[src/rtl/hub_poll_scheduler_pkg.sv]
// Shared hub definitions: poll FSM states, port-index width helper, default timing constants.
package hub_poll_scheduler_pkg;

  localparam int unsigned DEF_POLL_PERIOD = 100;
  localparam int unsigned DEF_TIMEOUT     = 16;

  typedef enum logic [1:0] {
    IDLE = 2'd0,
    POLL = 2'd1,
    WAIT = 2'd2,
    DONE = 2'd3
  } hub_state_e;

  // Bits needed to index n ports (at least one).
  function automatic int unsigned idx_w(input int unsigned n);
    return (n > 1) ? $clog2(n) : 1;
  endfunction

endpackage

[src/rtl/hub_next_port_sel.sv]
// Priority select of the lowest enabled port strictly above cur, or lowest overall when
// starting a sweep from idle; none_left_c flags an exhausted sweep.
module hub_next_port_sel
  import hub_poll_scheduler_pkg::*;
#(
  parameter int unsigned NUM_PORTS = 4,
  localparam int unsigned IDX_W = idx_w(NUM_PORTS)
) (
  input  logic [NUM_PORTS-1:0] port_enable,
  input  logic [IDX_W-1:0]     cur,
  input  logic                 from_idle,
  output logic [IDX_W-1:0]     next_idx_c,
  output logic                 none_left_c
);

  // Scan downward so the lowest qualifying index is the last one written.
  always_comb begin
    next_idx_c  = '0;
    none_left_c = 1'b1;
    for (int i = NUM_PORTS - 1; i >= 0; i--) begin
      if (port_enable[i] && (from_idle || (IDX_W'(i) > cur))) begin
        next_idx_c  = IDX_W'(i);
        none_left_c = 1'b0;
      end
    end
  end

endmodule

[src/rtl/hub_poll_scheduler.sv]
// Periodic downstream-port status poller building the hub change bitmap for interrupt-IN.
// Optional response timeout enabled by defining HUB_POLL_SCHED_TIMEOUT_EN.
module hub_poll_scheduler
  import hub_poll_scheduler_pkg::*;
#(
  parameter int unsigned NUM_PORTS   = 4,
  parameter int unsigned POLL_PERIOD = DEF_POLL_PERIOD
`ifdef HUB_POLL_SCHED_TIMEOUT_EN
  , parameter int unsigned TIMEOUT   = DEF_TIMEOUT
`endif
) (
  input  logic                 clock,
  input  logic                 reset,
  input  logic [NUM_PORTS-1:0] port_enable,
  output logic [NUM_PORTS-1:0] poll_req,
  input  logic [NUM_PORTS-1:0] port_rsp_valid,
  input  logic [NUM_PORTS-1:0] port_rsp_change,
  output logic [NUM_PORTS-1:0] bitmap,
  output logic                 bitmap_valid,
  input  logic                 bitmap_ready,
  output logic                 sweep_overrun,
  output logic [NUM_PORTS-1:0] port_timeout
);

  localparam int unsigned IDX_W = idx_w(NUM_PORTS);
  localparam int unsigned CNT_W = $clog2(POLL_PERIOD);
  localparam logic [CNT_W-1:0] TICK_AT = CNT_W'(POLL_PERIOD - 1);

  hub_state_e           state_q, state_d;
  logic [CNT_W-1:0]     cnt_q, cnt_d;
  logic [IDX_W-1:0]     cur_q, cur_d;
  logic [NUM_PORTS-1:0] acc_q, acc_d;
  logic [NUM_PORTS-1:0] poll_req_q, poll_req_d;
  logic [NUM_PORTS-1:0] bitmap_q, bitmap_d;
  logic                 bitmap_valid_q, bitmap_valid_d;
  logic                 sweep_overrun_q, sweep_overrun_d;
  logic [NUM_PORTS-1:0] port_timeout_q, port_timeout_d;
  logic                 tick_c;
  logic                 advance_c;
  logic [IDX_W-1:0]     next_idx_c;
  logic                 none_left_c;

`ifdef HUB_POLL_SCHED_TIMEOUT_EN
  localparam int unsigned WAIT_W = (TIMEOUT > 1) ? $clog2(TIMEOUT) : 1;
  localparam logic [WAIT_W-1:0] WAIT_LAST = WAIT_W'(TIMEOUT - 1);

  logic [WAIT_W-1:0] wait_cnt_q, wait_cnt_d;

  // Cycles spent in WAIT for the current port; zero on every WAIT entry.
  always_comb begin
    wait_cnt_d = '0;
    if (state_q == WAIT) wait_cnt_d = wait_cnt_q + 1'b1;
  end

  always_ff @(posedge clock) begin
    if (reset) wait_cnt_q <= '0;
    else       wait_cnt_q <= wait_cnt_d;
  end
`endif

  hub_next_port_sel #(.NUM_PORTS(NUM_PORTS)) u_next_sel (
    .port_enable (port_enable),
    .cur         (cur_q),
    .from_idle   (state_q == IDLE),
    .next_idx_c  (next_idx_c),
    .none_left_c (none_left_c)
  );

  // Interval timer, sweep sequencing, accumulation and upstream handshake.
  always_comb begin
    tick_c          = (cnt_q == TICK_AT);
    cnt_d           = tick_c ? '0 : cnt_q + 1'b1;
    state_d         = state_q;
    cur_d           = cur_q;
    acc_d           = acc_q;
    poll_req_d      = '0;
    bitmap_d        = bitmap_q;
    bitmap_valid_d  = bitmap_valid_q;
    sweep_overrun_d = tick_c && (state_q != IDLE);
    port_timeout_d  = '0;
    advance_c       = 1'b0;

    if (bitmap_valid_q && bitmap_ready) bitmap_valid_d = 1'b0;

    case (state_q)
      IDLE: begin
        if (tick_c && (|port_enable)) begin
          state_d    = POLL;
          cur_d      = next_idx_c;
          poll_req_d = NUM_PORTS'(1) << next_idx_c;
        end
      end
      POLL: state_d = WAIT;
      WAIT: begin
        // A response beats both a disable and a timeout expiring in the same cycle.
        if (port_rsp_valid[cur_q]) begin
          acc_d     = acc_q | (NUM_PORTS'(port_rsp_change[cur_q]) << cur_q);
          advance_c = 1'b1;
        end else if (!port_enable[cur_q]) begin
          advance_c = 1'b1;
`ifdef HUB_POLL_SCHED_TIMEOUT_EN
        end else if (wait_cnt_q == WAIT_LAST) begin
          port_timeout_d = NUM_PORTS'(1) << cur_q;
          advance_c      = 1'b1;
`endif
        end
      end
      DONE: begin
        // Publish only into an empty slot; otherwise carry the bits into the next sweep.
        if ((|acc_q) && !bitmap_valid_q) begin
          bitmap_d       = acc_q;
          bitmap_valid_d = 1'b1;
          acc_d          = '0;
        end
        state_d = IDLE;
      end
      default: state_d = IDLE;
    endcase

    if (advance_c) begin
      if (none_left_c) begin
        state_d = DONE;
      end else begin
        state_d    = POLL;
        cur_d      = next_idx_c;
        poll_req_d = NUM_PORTS'(1) << next_idx_c;
      end
    end
  end

  always_ff @(posedge clock) begin
    if (reset) begin
      state_q         <= IDLE;
      cnt_q           <= '0;
      cur_q           <= '0;
      acc_q           <= '0;
      poll_req_q      <= '0;
      bitmap_q        <= '0;
      bitmap_valid_q  <= 1'b0;
      sweep_overrun_q <= 1'b0;
      port_timeout_q  <= '0;
    end else begin
      state_q         <= state_d;
      cnt_q           <= cnt_d;
      cur_q           <= cur_d;
      acc_q           <= acc_d;
      poll_req_q      <= poll_req_d;
      bitmap_q        <= bitmap_d;
      bitmap_valid_q  <= bitmap_valid_d;
      sweep_overrun_q <= sweep_overrun_d;
      port_timeout_q  <= port_timeout_d;
    end
  end

  assign poll_req      = poll_req_q;
  assign bitmap        = bitmap_q;
  assign bitmap_valid  = bitmap_valid_q;
  assign sweep_overrun = sweep_overrun_q;
  assign port_timeout  = port_timeout_q;

endmodule
[config.mk]
export PLATFORM = sky130hd
export DESIGN_NAME = hub_poll_scheduler
export DESIGN_NICKNAME = d
export VERILOG_FILES = /design/src/rtl/hub_poll_scheduler_pkg.sv /design/src/rtl/hub_next_port_sel.sv /design/src/rtl/hub_poll_scheduler.sv
export SDC_FILE = /design/constraint.sdc
export NUM_CORES = 1
export LEC_CHECK = 0
export CELL_PAD_IN_SITES_DETAIL_PLACEMENT = 1
export CELL_PAD_IN_SITES_GLOBAL_PLACEMENT = 1
export CORE_MARGIN = 5
export CORE_UTILIZATION = 37
export CTS_BUF_LIST = sky130_fd_sc_hd__clkbuf_8 sky130_fd_sc_hd__clkbuf_16
export DETAILED_ROUTE_END_ITERATION = 10
export PLACE_DENSITY = 0.78
export REMOVE_ABC_BUFFERS = 1
export SLEW_MARGIN = 20
export SYNTH_ARGS = -nofsm -noshare
export SYNTH_HDL_FRONTEND = slang
export SYNTH_SLANG_ARGS = --single-unit
[constraint.sdc]
create_clock -name clock -period 2.7 [get_ports clock]
set_clock_uncertainty 0.2 [all_clocks]
set_input_delay 0.405 -clock clock [delete_from_list [all_inputs] [get_ports clock]]
set_output_delay 0.405 -clock clock [all_outputs]
set_load 0.02 [all_outputs]
==> metrics <==
Residual DRC=0; CTS Root Cell=clkbuf_8; final period demand of the worst path=2.29 ns; NumNets Final=189; Crit-path slowest cell=clkdlybuf4s50_1; crit end category=register; sink count of the clock tree=25; FF/Latch Area=approximately 500 um2; Post-synth EDFFs=0; clock latency on the worst-skew pair=around 0.27 ns; Tot Pwr=between 0.9 and 1 mW; commonest non-fill, non-tap cells in the layout=dfxtp_1 (25), clkdlybuf4s50_1 (24), nor2_1 (22); die width=69.7 um; Mapped Cells=145; HP Class=reg2reg; initial antenna violation count=0; Placer Congestion=0.766; Routed WL per cell=approximately 15 um; crit-path cells=clkdlybuf4s50_1 -> nor4_1 -> o41ai_1 -> nand2b_1 -> a221oi_1 -> nor3_2; WS Path Type=in2reg; Slew HR=0.503; syn_area_per_cell=a little over 9 um2; via count=about 1.1k; layout cell share with drive strength beyond 1=0.101; met1 WL=1430 um; Synth Register Bits=25; Final Hold Viols=0; status=completed; DIE AREA=between 0.004 and 0.005 mm2; drt first pass iters=5; multi-input logic area=746 um2; number of global-route vias before repair=~1.2k; Synthesis Warnings=0; Bufs and invs on worst path=1; top layer reached by signal wires=met4; final WL=~3300 um; setup TNS=0 ns; gr usage total=0.141; register area share after synthesis=0.380; WHS=between 0.2 and 0.25 ns; CP peak stage delay=around 0.60 ns; leak pwr=0.615 nW; final setup vio count=0; P per Cell Area=a little under 600 mW/mm2; Core Region=about 0.0034 mm2; boundary pin count=29; crit-path leading delay family=compound AO/OA/AOI/OAI gates; first-pass GRT wire length=between 5000 and 6000 um; ys flop type=dfxtp_1; total grt overflow=0; peak supply drop=between 200 and 300 uV; Routed Antenna Nets=0; Fillers=about 420; Vert. Die Dim=about 70 um; Yosys cell types=between 40 and 50; postcts setup bufs=0; Layout Area Growth over Synthesis=23.3%; Antenna Cells=0; critical path launch point type=input port; Vias/cell=5.33; mapped cell area=between 0.001 and 0.0015 mm2; CP max FO=8; Initial DRC Count=slightly above 40; CP required=between 2 and 3 ns; Final Core Density=0.480; metal2 WL=1690 um; CTS tree=built; Slew @ Worst Pin=0.737 ns; fin. max-slew vios=0; ys async rst share=0; Final period util=0.850; Starting Density=0.389; post-cts sizing count=0; DP HPWL=about 2600 um; Post-CTS Hold Fix Bufs=0; setup repair after global routing missed its margin=false; most common cell after layout, fill and taps aside=dfxtp_1; crit path DAT=~2.3 ns; Site Rows=21; fmax=roughly 440 MHz; largest net degree at the start of global routing=16; max-cap check violation count=0; maximum buffer depth of the clock tree=2; Num CTS Buffers=3; # port buffers=24; CTS clk-pin slew, worst paths=roughly 0.09 ns; H-tree depth=1; wire length on met3=between 100 and 150 um
[per-layer routing]
metal,up-vias,global-route usage
met5,-,0
li1,552,-
met3,6,0.0333
met1,560,0.163
met2,22,0.260
met4,0,0.0383
[power by group]
part,total [mW],internal [mW],switching (mW),leakage (nW)
Sequential,0.414,0.389,0.0254,0.202
Clock,0.231,0.105,0.126,0.0217
Combinational,0.316,0.135,0.181,0.391
[stage by stage]
stage / cells / worst slack [ns] / area [um2]
finish: 214 / 0.406 / 1630
global route: 214 / 0.202 / 1630
CTS: 214 / 0.373 / 1630
detailed placement: 210 / 0.149 / 1580
global placement: 210 / 0.306 / 1580
floorplan: 139 / 0.736 / 1270
[flip-flops by register name, indices dropped and copies added, names as in the netlist]
register and flops:
cnt_q 7, acc_q 4, bitmap 4, poll_req 4, cur_q 2, state_q 2
bitmap_valid 1, sweep_overrun 1
[Yosys cell counts, types with 2 or more instances]
master    number  area [um2]
dfxtp_1       25         500
buf_4          4        30.0
nor2b_1        4        25.0
a22oi_1        2        15.0
or3_1          3        18.8
and3_1         3        18.8
xnor2_1        3        26.3
xor2_1         2        17.5
clkbuf_1       2        7.51
nand2b_1       4        25.0
a21oi_1        8        40.0
o21ai_1        3        15.0
mux4_2         2        45.0
ha_1           5        62.6
nor3_1         2        10.0
o21ai_0        2        10.0
nand2_1       10        37.5
a32o_2         2        22.5
o41ai_2        2        32.5
nand3_1        3        15.0
inv_1          7        26.3
nor2_1        22        82.6
[path summary, 6_finish.rpt]
kind	from	end	slack, ns	cells past startpoint
worst max-delay path	port_enable[1]	state_q[1]	0.41	6
worst min-delay path	cnt_q[0]	cnt_q[0]	0.25	1
worst max register to register	cnt_q[0]	state_q[1]	0.41	6
worst min register to register	cnt_q[0]	cnt_q[0]	0.25	1
[kinds of logic (layout without fill, tap and decap cells)]
family / Yosys count / count (layout) / share of synthesized area
simple gates: 59 / 59 / 0.233
mux: 3 / 3 / 0.0541
compound gates: 31 / 31 / 0.186
buf+inv: 16 / 36 / 0.0636
other cells: 1 / 4 / 0.00284
fa+ha+maj: 5 / 5 / 0.0474
flops: 25 / 25 / 0.380
xor+xnor: 5 / 5 / 0.0332
[final cells by class]
class / count / share of cell area
timing repair buffer: 25 / 0.152
inverter: 7 / 0.0162
clock buffer: 3 / 0.0254
clock inverter: 1 / 0.00462
sequential: 25 / 0.308
tap: 46 / 0.0354
multi-input combinational: 107 / 0.458
Power figures use the tool's default switching activity.
